==> config.mk <==
export PLATFORM = sky130hd
export DESIGN_NAME = addsub_arbiter
export DESIGN_NICKNAME = d
export VERILOG_FILES = /design/src/rtl/addsub_arb_pkg.sv /design/src/rtl/cla_16bit.sv /design/src/rtl/addsub_arbiter.sv
export SDC_FILE = /design/constraint.sdc
export NUM_CORES = 1
export LEC_CHECK = 0
export CORE_ASPECT_RATIO = 1.1
export CORE_UTILIZATION = 57
export DETAILED_ROUTE_END_ITERATION = 8
export DONT_BUFFER_PORTS = 1
export PLACE_DENSITY = 0.76
export SETUP_SLACK_MARGIN = 0.4
export SKIP_LAST_GASP = 1
export SLEW_MARGIN = 0
export SYNTH_ARGS = -nofsm -noshare
export SYNTH_HDL_FRONTEND = slang
export SYNTH_HIERARCHICAL = 1
export SYNTH_SLANG_ARGS = --single-unit
==> constraint.sdc <==
create_clock -name clk -period 3.77 [get_ports clk]
set_input_delay 1.131 -clock clk [delete_from_list [all_inputs] [get_ports clk]]
set_output_delay 1.131 -clock clk [all_outputs]
set_load 0.05 [all_outputs]
==> src/rtl/addsub_arb_pkg.sv <==
// Shared types and constants for the add/sub arbiter slice.
package addsub_arb_pkg;

   localparam int unsigned WIDTH = 16;

   typedef enum logic [1:0] {
      IDLE = 2'd0,
      EXEC = 2'd1,
      DONE = 2'd2
   } state_t;

   localparam logic REQ0 = 1'b0;
   localparam logic REQ1 = 1'b1;

endpackage

==> src/rtl/cla_16bit.sv <==
// 16-bit carry-lookahead adder: four 4-bit groups with group generate/propagate.
module cla_16bit (
   input  logic [15:0] i_a,
   input  logic [15:0] i_b,
   input  logic        i_cin,
   output logic [15:0] o_sum,
   output logic        o_cout
);

   logic [15:0] w_g;
   logic [15:0] w_p;
   logic [16:0] w_c;
   logic [3:0]  w_gg;
   logic [3:0]  w_pg;

   assign w_g = i_a & i_b;
   assign w_p = i_a ^ i_b;

   always_comb begin
      w_c    = '0;
      w_gg   = '0;
      w_pg   = '0;
      w_c[0] = i_cin;
      for (int unsigned k = 0; k < 4; k++) begin
         w_gg[k] = w_g[4*k+3]
                 | (w_p[4*k+3] & w_g[4*k+2])
                 | (w_p[4*k+3] & w_p[4*k+2] & w_g[4*k+1])
                 | (w_p[4*k+3] & w_p[4*k+2] & w_p[4*k+1] & w_g[4*k]);
         w_pg[k] = &w_p[4*k +: 4];
         for (int unsigned i = 0; i < 3; i++) begin
            w_c[4*k+i+1] = w_g[4*k+i] | (w_p[4*k+i] & w_c[4*k+i]);
         end
         // Group carry-out skips the in-group ripple.
         w_c[4*k+4] = w_gg[k] | (w_pg[k] & w_c[4*k]);
      end
   end

   assign o_sum  = w_p ^ w_c[15:0];
   assign o_cout = w_c[16];

endmodule

==> src/rtl/addsub_arbiter.sv <==
// Round-robin arbiter sharing one cla_16bit between two valid/ready requesters.
module addsub_arbiter
   import addsub_arb_pkg::*;
#(
   parameter int unsigned WIDTH = 16
) (
   input  logic             clk,
   input  logic             rst_n,
   input  logic             req0_valid,
   output logic             req0_ready,
   input  logic [WIDTH-1:0] req0_a,
   input  logic [WIDTH-1:0] req0_b,
   input  logic             req0_sub,
   input  logic             req0_lock,
   input  logic             req1_valid,
   output logic             req1_ready,
   input  logic [WIDTH-1:0] req1_a,
   input  logic [WIDTH-1:0] req1_b,
   input  logic             req1_sub,
   input  logic             req1_lock,
   output logic             resp0_valid,
   output logic             resp1_valid,
   output logic [WIDTH-1:0] result,
   output logic             cout,
   output logic             ovfl,
   output logic             zero
);

   state_t           r_state;
   state_t           w_state_nxt;
   logic [WIDTH-1:0] r_a;
   logic [WIDTH-1:0] r_b;
   logic             r_sub;
   logic             r_id;
   logic             r_last;
   logic             r_lock_act;
   logic             r_lock_own;
   logic [WIDTH-1:0] r_result;
   logic             r_cout;
   logic             r_ovfl;
   logic             r_zero;

   logic             w_rdy0;
   logic             w_rdy1;
   logic             w_hs;
   logic             w_hs_id;
   logic [WIDTH-1:0] w_sel_a;
   logic [WIDTH-1:0] w_sel_b;
   logic             w_sel_sub;
   logic             w_sel_lock;
   logic [WIDTH-1:0] w_b_eff;
   logic [WIDTH-1:0] w_sum;
   logic             w_cout;
   logic             w_ovfl;

   always_ff @(posedge clk or negedge rst_n) begin
      if (!rst_n) r_state <= IDLE;
      else        r_state <= w_state_nxt;
   end

   always_comb begin
      w_state_nxt = r_state;
      w_rdy0      = 1'b0;
      w_rdy1      = 1'b0;
      if (rst_n && (r_state != EXEC)) begin
         if (r_lock_act) begin
            if (r_lock_own == REQ0) w_rdy0 = req0_valid;
            else                    w_rdy1 = req1_valid;
         end else if (req0_valid && req1_valid) begin
            // Both pending: the one not granted last goes next.
            if (r_last == REQ0) w_rdy1 = 1'b1;
            else                w_rdy0 = 1'b1;
         end else begin
            w_rdy0 = req0_valid;
            w_rdy1 = req1_valid;
         end
      end
      w_hs    = w_rdy0 | w_rdy1;
      w_hs_id = w_rdy1 ? REQ1 : REQ0;
      case (r_state)
         IDLE, DONE: w_state_nxt = w_hs ? EXEC : IDLE;
         EXEC:       w_state_nxt = DONE;
         default:    w_state_nxt = IDLE;
      endcase
   end

   assign w_sel_a    = w_hs_id ? req1_a    : req0_a;
   assign w_sel_b    = w_hs_id ? req1_b    : req0_b;
   assign w_sel_sub  = w_hs_id ? req1_sub  : req0_sub;
   assign w_sel_lock = w_hs_id ? req1_lock : req0_lock;

   always_ff @(posedge clk or negedge rst_n) begin
      if (!rst_n) begin
         r_a        <= '0;
         r_b        <= '0;
         r_sub      <= 1'b0;
         r_id       <= REQ0;
         r_last     <= REQ1;
         r_lock_act <= 1'b0;
         r_lock_own <= REQ0;
         r_result   <= '0;
         r_cout     <= 1'b0;
         r_ovfl     <= 1'b0;
         r_zero     <= 1'b0;
      end else begin
         if (w_hs) begin
            r_a    <= w_sel_a;
            r_b    <= w_sel_b;
            r_sub  <= w_sel_sub;
            r_id   <= w_hs_id;
            r_last <= w_hs_id;
            if (w_sel_lock) begin
               r_lock_act <= 1'b1;
               r_lock_own <= w_hs_id;
            end else if (r_lock_act && (r_lock_own == w_hs_id)) begin
               r_lock_act <= 1'b0;
            end
         end
         if (r_state == EXEC) begin
            r_result <= w_sum;
            r_cout   <= w_cout;
            r_ovfl   <= w_ovfl;
            r_zero   <= (w_sum == '0);
         end
      end
   end

   assign w_b_eff = r_b ^ {WIDTH{r_sub}};

   cla_16bit u_cla (
      .i_a    (r_a),
      .i_b    (w_b_eff),
      .i_cin  (r_sub),
      .o_sum  (w_sum),
      .o_cout (w_cout)
   );

   assign w_ovfl = r_sub
      ? ((r_a[WIDTH-1] != r_b[WIDTH-1]) && (w_sum[WIDTH-1] != r_a[WIDTH-1]))
      : ((r_a[WIDTH-1] == r_b[WIDTH-1]) && (w_sum[WIDTH-1] != r_a[WIDTH-1]));

   assign req0_ready  = w_rdy0;
   assign req1_ready  = w_rdy1;
   assign resp0_valid = (r_state == DONE) && (r_id == REQ0);
   assign resp1_valid = (r_state == DONE) && (r_id == REQ1);
   assign result      = r_result;
   assign cout        = r_cout;
   assign ovfl        = r_ovfl;
   assign zero        = r_zero;

endmodule

After elaboration in Yosys (flattened, before gate mapping) --
Cells that the tools add are included. W data, S select, Z words.
Cells by class: bitwise gates (word level) 70, mux-type cells 20, equal/unequal tests 7, reductions and logical operators 17
Operators with widths (number):
- $xor A16 B16 Y16 | 3
- $and A1 B1 Y1 | 36
- $mux W16 | 2
- $or A1 B1 Y1 | 29
- $mux W1 | 17
- $and A16 B16 Y16 | 1
- $logic_not A16 Y1 | 1
- $reduce_and A4 Y1 | 4
- $logic_and A1 B1 Y1 | 7
- $pmux W2 S2 | 1
- $reduce_and A2 Y1 | 2
- $eq A1 B1 Y1 | 2
- $eq A2 B1 Y1 const B | 1
- $eq A2 B2 Y1 const B | 1
- $logic_not A2 Y1 | 1
- $ne A1 B1 Y1 | 2
- $ne A2 B1 Y1 const B | 1
- $reduce_bool A2 Y1 | 1
- $reduce_or A2 Y1 | 1
- $not A1 Y1 | 1
Word-level totals: bits of input ports 72, word-level logic and storage cells 126, bits in registers 58, output and inout bits 23

Longest topological paths before layout --
depth after elaboration 21, depth in mapped cells 15, mapped depth without buffers 14

Cells and area by module --
The synthesis kept the hierarchy.
By module, submodules not included:
- addsub_arbiter | seq. area each 1452.6 µm², cells each 324, area an instance 2910.3 µm², times used 1
- cla_16bit | seq. area each 0.0 µm², cells each 73, area an instance 690.7 µm², times used 1

Worst setup path after synthesis --
OpenSTA, ideal clock, no wires.
kind reg2reg, from register r_sub, to register r_zero (netlist: zero), period minus slack after synthesis 3.632 ns, arrival time 3.549 ns, stages on the path, launching flop included 16, path slack 0.138 ns, path buffers 2, required time 3.687 ns, setup time 0.083 ns, cells stage by stage dfrtp_1 -> buf_2 -> buf_2 -> xor2_1 -> ha_1 -> and4_1 -> nor2b_1 -> o31ai_2 -> nand3_1 -> fa_1 -> fa_1 -> fa_1 -> xor2_1 -> nor4_1 -> nand4_1 -> o21ai_0
Between the ends: elaborated cells between the ends (all ways) 62, classes of those cells 58 x bitwise; 4 x reduce/logical
RTL lines:
- start, declared | RTL line addsub_arbiter.sv:33 | logic r_sub;
- start signal, assigned | RTL line addsub_arbiter.sv:109 | r_sub <= w_sel_sub;
- $xor A16 B16 Y16 * | RTL line addsub_arbiter.sv:128 | assign w_b_eff = r_b ^ {WIDTH{r_sub}};
- via w_b_eff[9] | RTL line addsub_arbiter.sv:51 | logic [WIDTH-1:0] w_b_eff;
- $and A16 B16 Y16 / $xor A16 B16 Y16 (equally long branches) | RTL line cla_16bit.sv:16, cla_16bit.sv:17
- $and A1 B1 Y1, on equally long branches | RTL line cla_16bit.sv:27, cla_16bit.sv:28
- $or A1 B1 Y1 / $and A1 B1 Y1 (equally long branches) | RTL line cla_16bit.sv:27, cla_16bit.sv:28
- $or A1 B1 Y1 | RTL line cla_16bit.sv:28 | | (w_p[4*k+3] & w_p[4*k+2] & w_p[4*k+1] & w_g[4*k]);
- $or A1 B1 Y1 * | RTL line cla_16bit.sv:34 | w_c[4*k+4] = w_gg[k] | (w_pg[k] & w_c[4*k]);
- $and A1 B1 Y1 * | RTL line cla_16bit.sv:31 | w_c[4*k+i+1] = w_g[4*k+i] | (w_p[4*k+i] & w_c[4*k+i]);
- $or A1 B1 Y1 * | RTL line cla_16bit.sv:31
- $and A1 B1 Y1 * | RTL line cla_16bit.sv:31
- $or A1 B1 Y1 * | RTL line cla_16bit.sv:31
- $and A1 B1 Y1 * | RTL line cla_16bit.sv:31
- $or A1 B1 Y1 * | RTL line cla_16bit.sv:31
- $xor A16 B16 Y16 * | RTL line cla_16bit.sv:38 | assign o_sum = w_p ^ w_c[15:0];
- via w_sum[15] | RTL line addsub_arbiter.sv:52 | logic [WIDTH-1:0] w_sum;
- $logic_not A16 Y1 * | RTL line addsub_arbiter.sv:123 | r_zero <= (w_sum == '0);
- end signal, assigned | RTL line addsub_arbiter.sv:123
- end, declared | RTL line addsub_arbiter.sv:41 | logic r_zero;
Mark *: on every way through the listed nets, which the timed path passes. The rest lies on a longest branch. A chain may end at the register's enable or synchronous reset.

Worst setup path in the final report --
from register r_sub, to register r_zero (netlist: zero)
Between the ends: elaborated cells between the ends (all ways) 62, classes of those cells 58 x bitwise; 4 x reduce/logical
RTL lines:
- $xor A16 B16 Y16 * | RTL line addsub_arbiter.sv:128
- via w_b_eff[10] | RTL line addsub_arbiter.sv:51
- $and A16 B16 Y16 / $xor A16 B16 Y16 (equally long branches) | RTL line cla_16bit.sv:16, cla_16bit.sv:17
- $and A1 B1 Y1, on equally long branches | RTL line cla_16bit.sv:26, cla_16bit.sv:27, cla_16bit.sv:28
- $or A1 B1 Y1, or another cell as far along | RTL line cla_16bit.sv:26 | | (w_p[4*k+3] & w_g[4*k+2])
- $or A1 B1 Y1 / $and A1 B1 Y1 (equally long branches) | RTL line cla_16bit.sv:27, cla_16bit.sv:28
- $or A1 B1 Y1 | RTL line cla_16bit.sv:28
- $or A1 B1 Y1 * | RTL line cla_16bit.sv:34
- $and A1 B1 Y1 * | RTL line cla_16bit.sv:31
- $or A1 B1 Y1 * | RTL line cla_16bit.sv:31
- $and A1 B1 Y1 * | RTL line cla_16bit.sv:31
- $or A1 B1 Y1 * | RTL line cla_16bit.sv:31
- $and A1 B1 Y1 * | RTL line cla_16bit.sv:31
- $or A1 B1 Y1 * | RTL line cla_16bit.sv:31
- $xor A16 B16 Y16 * | RTL line cla_16bit.sv:38
- via w_sum[15] | RTL line addsub_arbiter.sv:52
- $logic_not A16 Y1 * | RTL line addsub_arbiter.sv:123
Marked as above.

==> results.sh <==
export IMPL_dr_pass1_iters=5
export IMPL_initial_utilization_pct=58.9
export IMPL_critPathLaunchType="register"
export IMPL_avgSynthCellArea_um2=9.07
export IMPL_synth_xor_area_share_pct=4.86
export IMPL_synth_simple_gate_area_share_pct=20.7
export IMPL_clkSlewWorstSetupHoldPaths_ns=0.06
export IMPL_antenna_found_initial=0
export IMPL_synth_top_family_by_area="simple AND/OR/NAND/NOR gates"
export IMPL_yosysSeqAreaShare_pct=40.3
export IMPL_slew_viol_final=0
export IMPL_worst_pin_slew_ns=1.06
export IMPL_worstRegToRegCells=14
export IMPL_syn_nets=497
export IMPL_grt_pass1_wl_mm=13.2
export IMPL_grtUsageTotal_pct=26.1
export IMPL_finalCritPeriodShare_pct=94.6
export IMPL_synth_distinct_cells=42
export IMPL_grt_start_max_net_pins=68
export IMPL_die_x_um=77.8
export IMPL_outcome="complete, no violations"
export IMPL_grt_overflow=0
export IMPL_max_cap_viol_count=0
export IMPL_finalHoldViolations=0
export IMPL_cts_made_buffers=9
export IMPL_drc=0
export IMPL_setup_viol=0
export IMPL_htree_levels=3
export IMPL_synth_compound_gate_area_share_pct=15.2
export IMPL_worstPathRequired_ns=4.03
export IMPL_drt_wl_total_mm=8.11
export IMPL_min_period_ns=3.57
export IMPL_synth_main_ff_cell="dfrtp_1"
export IMPL_hp_class="primary input to asynchronous set/reset pin"
export IMPL_synth_warnings=6
export IMPL_relSlewSlack_pct=29.0
export IMPL_clkLatencyLatePin_ns=0.34
export IMPL_synth_area_leaders="dfrtp_1 40%, fa_1 6.7%, nand4_1 6.3%, a31oi_1 5.9%, nand2_1 5.8%"
export IMPL_cp_end_kind="register"
export IMPL_clockBufferDepth=2
export IMPL_netlist_area_leader_share_pct=39.6
export IMPL_syn_area_um2=3600
export IMPL_critPathKind="register to register"
export IMPL_setup_tns_ns=0
export IMPL_synthAdderAreaFrac_pct=12.2
export IMPL_grt_pass1_vias=2755
export IMPL_drive_above_1_share_pct=14.5
export IMPL_die_height_um=85.4
export IMPL_clock_skew_ns=0.00546
export IMPL_num_antenna_cells=0
export IMPL_netlist_instances=397
export IMPL_synth_edf_count=0
export IMPL_wl_per_cell_um=17.2
export IMPL_yosys_register_bits=58
export IMPL_crit_fanout=9
export IMPL_cts_tree="built"
export IMPL_row_count=30
export IMPL_vias=2885
export IMPL_cts_sinks=58
export IMPL_stdcell_area_um2=3970
export IMPL_arrival_ns=3.83
export IMPL_gp_congestion=0.786
export IMPL_viasPerCell=6.11
export IMPL_synth_mux_area_share_pct=0.313
export IMPL_drtIter0Drc=120
export IMPL_detail_route_antenna_nets=0
export IMPL_synth_largest_area_cell="dfrtp_1"
export IMPL_fmax_ghz=0.280
export IMPL_io_pins=95
export IMPL_postCtsHoldBufs=0
export IMPL_layout_common_cells="56 x nand2_1, 56 x dfrtp_1, 39 x nor2_1"
export IMPL_async_flop_share_pct=100
export IMPL_clockRootBuffer="clkbuf_8"
export IMPL_rsz0062_at_grt="true"
export IMPL_port_buffers=0
export IMPL_nets=487
export IMPL_dpl_cell_area_um2=3640
export IMPL_hpwl_mm=5.78
export IMPL_area_growth_pct=10.2
export IMPL_core_um2=6120
export IMPL_dieArea_um2=6640
export IMPL_n_fill_cell=499
==> registers in the layout (all words and copies together) (netlist names), 2 cells and up <==
signal	flops
r_b	16
result	16
r_state	2
r_a	16
==> path summary, 6_finish.rpt <==
path	startpoint	to	slack, ns
worst max-delay path	r_sub	zero	0.20
worst min-delay path	rst_n	r_state[1]	0.48
worst max register to register	r_sub	zero	0.20
worst min register to register	r_id	r_id	0.54
max in group asynchronous	rst_n	r_last	3.07
min in group clk	r_id	r_id	0.54
==> cell usage after synthesis (2+ instances only) <==
cell,count
buf_2,13
nand3_1,3
buf_6,2
a31oi_1,34
nand2_1,56
inv_1,15
nor2b_1,3
nand2b_4,2
clkbuf_1,12
inv_2,2
xnor2_1,2
xor2_1,18
dfrtp_1,57
a21o_1,4
a21oi_1,6
fa_1,12
nor2_1,39
ha_1,16
nor4_1,4
nand4_1,36
buf_4,4
o21ai_0,36
and4_1,2
==> repair_timing <==
action                                  in CTS  in global routing
endpoints found under the setup margin       3                  4
gates resized for setup                     14                  6
setup buffers                                0                  3
pin swaps                                    2                  3
==> routing by layer <==
metal / up-vias / track usage [%] / part of all wire (%) / wire (um)
li1: 1374 / - / - / -
met1: 1382 / 34.1 / 44 / 3590
met2: 113 / 41.4 / 48 / 3890
met3: 16 / 5.91 / 5.8 / 473
met4: 0 / 12.5 / 1.9 / 157
met5: - / 0 / 0 / 0
==> critical path, stage by stage, from the launching register on <==
cell and delay [ns]:
dfrtp_2 0.48, buf_12 0.19, xor2_2 0.23, ha_1 0.28, and4_1 0.18, nor2b_1 0.14, o31ai_2 0.06, nand3_1 0.15
fa_2 0.37, fa_2 0.35, fa_2 0.36, xor2_2 0.17, nor4_2 0.22, nand4_1 0.14, o21ai_1 0.14
==> layout make-up <==
type | count | area [um^2] | share of cell area [%]
Tap cell | 80 | 100 | 2.52
Multi-Input combinational cell | 291 | 2060 | 52.0
Timing Repair Buffer | 10 | 87.6 | 2.21
Clock inverter | 1 | 5.00 | 0.126
Inverter | 17 | 63.8 | 1.61
Clock buffer | 15 | 196 | 4.95
Sequential cell | 58 | 1450 | 36.6
==> cell families after synthesis <==
logic type                 Yosys count
and+or+nand+nor                    152
AOI/OAI and AO/OA                   90
DFF                                 58
buffers and inverters               48
adders and majority gates           28
xor gates and xnor gates            20
muxes                                1
==> metrics by stage <==
| step | utilization (%) | cells | setup WS (ns) | hold slack (ns) |
|---|---|---|---|---|
| 6_report | 64.9 | 472 | 0.204 | 0.485 |
| 5_1_grt | 64.9 | 472 | 0.0719 | 0.461 |
| 4_1_cts | 64.2 | 469 | 0.250 | 0.468 |
| 3_5_place_dp | 59.6 | 453 | 0.0796 | 0.526 |
| 3_3_place_gp | 59.6 | 453 | 0.302 | 0.498 |
| 2_1_floorplan | - | 397 | 0.404 | 0.466 |
Power is not shown: default switching activity piles up to over one toggle a cycle in this logic, so the estimate is an artifact.
